==> src/rtl/pc_gen_pkg.sv <==
// Shared constants for the fetch-stage program-counter generator: state
// encoding, chip-enable levels and the active reset level.
package pc_gen_pkg;

    typedef enum logic [1:0] {
        PC_IDLE = 2'd0,
        PC_RUN  = 2'd1,
        PC_PEND = 2'd2
    } pc_state_e;

    localparam logic ChipEnable  = 1'b1;
    localparam logic ChipDisable = 1'b0;
    localparam logic RstEnable   = 1'b1;

endpackage : pc_gen_pkg

==> src/rtl/pc_gen.sv <==
// Program-counter generator with stall, parked branch redirect and flush.
// Optional macro PC_GEN_MISALIGN_CHK_EN adds the registered misalign_o flag.
module pc_gen
    import pc_gen_pkg::*;
#(
    parameter int                 ADDR_W   = 32,
    parameter int                 STEP     = 4,
    parameter logic [ADDR_W-1:0]  RESET_PC = {ADDR_W{1'b0}}
) (
    input  logic              clk,
    input  logic              rst,
    input  logic              stall_i,
    input  logic              branch_i,
    input  logic [ADDR_W-1:0] branch_target_i,
    input  logic              flush_i,
    input  logic [ADDR_W-1:0] flush_target_i,
    output logic [ADDR_W-1:0] pc_o,
    output logic              ce_o,
    output logic              pend_o
`ifdef PC_GEN_MISALIGN_CHK_EN
    ,
    output logic              misalign_o
`endif
);

    localparam logic [ADDR_W-1:0] STEP_V = ADDR_W'(STEP);
    localparam logic [ADDR_W-1:0] ZERO_V = {ADDR_W{1'b0}};

    pc_state_e         state_r;
    logic [ADDR_W-1:0] pc_r;
    logic [ADDR_W-1:0] pend_tgt_r;
    logic              ce_r;
    logic              pend_r;

    assign pc_o   = pc_r;
    assign ce_o   = ce_r;
    assign pend_o = pend_r;

`ifdef PC_GEN_MISALIGN_CHK_EN
    localparam logic [ADDR_W-1:0] ALIGN_MASK = ADDR_W'(STEP - 1);

    logic misalign_r;
    assign misalign_o = misalign_r;

    function automatic logic misaligned_f(input logic [ADDR_W-1:0] addr);
        return |(addr & ALIGN_MASK);
    endfunction

    // Misalign flag follows every target load; increments clear it, holds keep it.
    always_ff @(posedge clk) begin
        if (rst == RstEnable) begin
            misalign_r <= 1'b0;
        end else if (state_r == PC_RUN || state_r == PC_PEND) begin
            if (flush_i) begin
                misalign_r <= misaligned_f(flush_target_i);
            end else if (stall_i) begin
                misalign_r <= misalign_r;
            end else if (branch_i) begin
                misalign_r <= misaligned_f(branch_target_i);
            end else if (state_r == PC_PEND) begin
                misalign_r <= misaligned_f(pend_tgt_r);
            end else begin
                misalign_r <= 1'b0;
            end
        end else begin
            misalign_r <= 1'b0;
        end
    end
`endif

    // Fetch FSM and next-PC selection; flush outranks stall, stall outranks branch.
    always_ff @(posedge clk) begin
        if (rst == RstEnable) begin
            state_r    <= PC_IDLE;
            pc_r       <= RESET_PC;
            pend_tgt_r <= ZERO_V;
            ce_r       <= ChipDisable;
            pend_r     <= 1'b0;
        end else begin
            case (state_r)
                PC_IDLE: begin
                    // First enabled fetch is RESET_PC itself, so the PC is not advanced here.
                    state_r <= PC_RUN;
                    ce_r    <= ChipEnable;
                    pend_r  <= 1'b0;
                end
                PC_RUN, PC_PEND: begin
                    ce_r <= ChipEnable;
                    if (flush_i) begin
                        pc_r       <= flush_target_i;
                        pend_tgt_r <= ZERO_V;
                        state_r    <= PC_RUN;
                        pend_r     <= 1'b0;
                    end else if (stall_i && branch_i) begin
                        pend_tgt_r <= branch_target_i;
                        state_r    <= PC_PEND;
                        pend_r     <= 1'b1;
                    end else if (stall_i) begin
                        pc_r <= pc_r;
                    end else if (branch_i) begin
                        pc_r       <= branch_target_i;
                        pend_tgt_r <= ZERO_V;
                        state_r    <= PC_RUN;
                        pend_r     <= 1'b0;
                    end else if (state_r == PC_PEND) begin
                        pc_r       <= pend_tgt_r;
                        pend_tgt_r <= ZERO_V;
                        state_r    <= PC_RUN;
                        pend_r     <= 1'b0;
                    end else begin
                        pc_r <= pc_r + STEP_V;
                    end
                end
                default: begin
                    state_r    <= PC_IDLE;
                    pc_r       <= RESET_PC;
                    pend_tgt_r <= ZERO_V;
                    ce_r       <= ChipDisable;
                    pend_r     <= 1'b0;
                end
            endcase
        end
    end

endmodule : pc_gen
==> config.mk <==
export PLATFORM = sky130hd
export DESIGN_NAME = pc_gen
export DESIGN_NICKNAME = d
export VERILOG_FILES = /design/src/rtl/pc_gen_pkg.sv /design/src/rtl/pc_gen.sv
export SDC_FILE = /design/constraint.sdc
export NUM_CORES = 1
export LEC_CHECK = 0
export BUFFER_PORTS_ARGS = -buffer_cell sky130_fd_sc_hd__buf_4
export CAP_MARGIN = 5
export CELL_PAD_IN_SITES_DETAIL_PLACEMENT = 1
export CELL_PAD_IN_SITES_GLOBAL_PLACEMENT = 1
export CORE_UTILIZATION = 42
export CTS_CLUSTER_DIAMETER = 30
export DETAILED_ROUTE_END_ITERATION = 8
export PLACE_DENSITY = 0.95
export SYNTH_ARGS = -nofsm -noshare
export SYNTH_HDL_FRONTEND = slang
export SYNTH_SLANG_ARGS = --single-unit
==> constraint.sdc <==
create_clock -name clk -period 5.17 [get_ports clk]
set_input_delay 0.517 -clock clk [delete_from_list [all_inputs] [get_ports clk]]
set_output_delay 0.517 -clock clk [all_outputs]
set_load 0.01 [all_outputs]
==> impl_results.md <==
* CP Launch Type: register
* Vias in the first global route at 4,899
* CTS Sinks at 68
* Fin. Hold Viols at 0
* Hold wc startpoint: flush_target_i[6]
* Most common cell after layout, fill and taps aside: buf_4
* CTS clock-pin slew for the worst setup and hold paths at 80 ps
* Diode count at 0
* CP Class: register to register
* CTS tree: done
* Hold depth at 3
* Via count at 4,791
* Fin crit period at 2800 ps
* Total die area at 10,300 um2
* Core footprint at 9420 um2
* Post-cts resize count at 0
* Initial Util at 44.0%
* Avg Cell Area, Syn at 7.53 um2
* CP cell instances: inv_1 > ha_1 > and3b_1 > and2_1 > buf_4 > nand3_1 > a21oi_1
* DP Cell Count at 743
* WP buf/inv at 2
* CTS H-tree lvls at 3
* Total setup buffers inserted after CTS at 0
* Non-filler cells, final at 757
* RePlAce Congestion at 0.814
* Hold Path End: pc_o[6]$_SDFFE_PP0P_
* Worst slew pin tran at 1190 ps
* CP endpoint kind: register
* Crit path required time at 5450 ps
* VDD IR-drop max at 0.000138 V
* CP max FO at 16
* DRT iter0 DRCs at 280
* Yosys top cell area share at 32.8%
* Pwr Total at 1290 uW
* Die Y at 101 um
* # DRC at 0
* Rel. slew slack at 20.4%
* Setup WS pre-CTS at 2430 ps
* Cell Rows at 35
* First-pass GRT wire length at 24.2 mm
* Hold Path Class: input pin to register
* Synth top area cells: dfxtp_1 33%, a21oi_1 6.6%, nand2_1 6.2%, nand3_1 5.3%, o21ai_0 4.9%
* Share of cells above drive strength 1 at 21.8%
* Pwr/cell area at 253 nW/um2
* Overall Global Routing Usage at 30.4%
* Worst r2r path cells at 7
* DP HPWL at 10.2 mm
* Top_reg_cell synth: dfxtp_1
* Unrepaired setup endpoints after global routing: no
* Pleak at 0.00188 uW
* Synth warn at 0
* Final Slew Violations at 0
* Antenna Nets Post-Route at 0
* Post-synthesis sequential area ratio at 32.8%
* TNS Setup at 0 ps
* CP arrival at 3080 ps
* Drt first pass iters at 5
* P&R area growth vs syn at 22.5%
* Fin util at 53.9%
* WL final at 15.4 mm
* Routed vias/inst at 6.33
* Initial antenna violation count at 0
* Synth Instances at 551
* Commonest cells after routing, fill and taps aside: 107 x buf_4, 68 x nand2_1, 68 x dfxtp_1
* Clock buffer count from CTS at 9
* End of the worst register-to-register path: pend_tgt_r[19]$_SDFFE_PP0P_
* I/O Buffers at 102
* Status: finished, final reports clean
* Maximum clock rate at 357 MHz
* # hold bufs at CTS at 0
* Final WS setup at 2370 ps
* CP top delay family: simple AND/OR/NAND/NOR gates
* Final count of negative-setup-slack endpoints at 0
* Ports at 103
* Seq cells post-synth at 68
* Worst r2r src: state_r[0]$_SDFFE_PP0P_
* Clk_skew at 13.2 ps
* Maxcap violations at 0
* NumNets Final at 699
* FFs w/ async S/R, synth at 0%
* CP peak stage delay at 720 ps
* Cell variety after synth at 63
* Final period util at 54.2%
* CP startpoint: state_r[0]$_SDFFE_PP0P_
* Die W at 101 um
* Filler cells at 1,204
* Area leader, netlist: dfxtp_1
* Clock buffer depth at 2
* CTS root buf: clkbuf_8
* Post-Syn Area at 4150 um2
* CP max-delay cell: and2_1
* Post-synth EDFFs at 0
* Syn_nets at 625
* Clock latency reported for the late side of the worst-skew pair at 350 ps
* Grt ovf at 0
* Internal reg-to-reg setup slack at 2370 ps
* Wire per inst at 20.4 um
* Largest net degree at the start of global routing at 63
==> how the worst max path moves through the flow <==
stage	depth (start not counted)	to
global route	7	pend_tgt_r[27]$_SDFFE_PP0P_
finish	7	pend_tgt_r[19]$_SDFFE_PP0P_
CTS	7	pend_tgt_r[17]$_SDFFE_PP0P_
detailed placement	6	pc_o[13]$_SDFFE_PP0P_
global placement	6	pc_o[15]$_SDFFE_PP0P_
floorplan	8	pc_o[23]$_SDFFE_PP0P_
==> logic make-up after synthesis <==
logic type / after synthesis / synth area share, %
AND/OR/NAND/NOR: 232 / 29.4
AO/OA/AOI/OAI: 168 / 25.0
flip-flops: 68 / 32.8
buffers and inverters: 57 / 6.61
XOR/XNOR: 15 / 3.17
multiplexers: 6 / 1.45
adder cells (fa/ha/maj): 5 / 1.51
==> state kept, by name (all words and copies together), names as in the netlist <==
name,count
state_r,2
pend_tgt_r,32
ce_o,1
pc_o,32
pend_o,1
==> layer usage <==
layer	vias to the layer above	track usage, %	share of wire (%)
met4	0	13.7	2.4
met1	2363	36.9	41
met3	37	4.00	6.9
met2	233	53.4	49
met5	-	0	0
li1	2158	-	-
==> report_power, final <==
part           internal (uW)  switching, uW  leakage, uW
Combinational            105            159      0.00123
Clock                    244            211    0.0000983
Sequential               541           26.5     0.000550
Total                    890            397      0.00188
==> layout make-up <==
cell class	instances	area, um2	share of cell area, %
Clock buffer	12	155	3.05
Clock inverter	2	35.0	0.690
Inverter	13	48.8	0.961
Multi-Input combinational cell	426	2510	49.5
Sequential cell	68	1360	26.8
Tap cell	129	161	3.18
Timing Repair Buffer	107	803	15.8
==> through the flow <==
| stage | instance area (um2) | hold WS (ps) |
|---|---|---|
| finish | 5080 | 431 |
| global route | 5080 | 434 |
| CTS | 5080 | 426 |
| detailed placement | 4890 | 451 |
| global placement | 4890 | 438 |
| floorplan | 4150 | 427 |
==> synth_stat cells (all sizes together) (9+ instances only) <==
cell type,count
nand2b,18
nor4,9
o21ai,42
buf,21
clkbuf,23
o22ai,13
xnor2,11
inv,13
a21oi,55
nor2,36
nand3,44
o211ai,9
nor3,13
dfxtp,68
nand2,69
a32oi,12
nand4,11
==> worst reg2reg max path, delay by kind of cell (launching register included) <==
family,cells,cell delay [ps]
AOI/OAI and AO/OA,1,150
buffers and inverters,2,460
and+or+nand+nor,3,1280
DFF,1,410
adders and majority gates,1,440
Power figures use the tool's default switching activity.
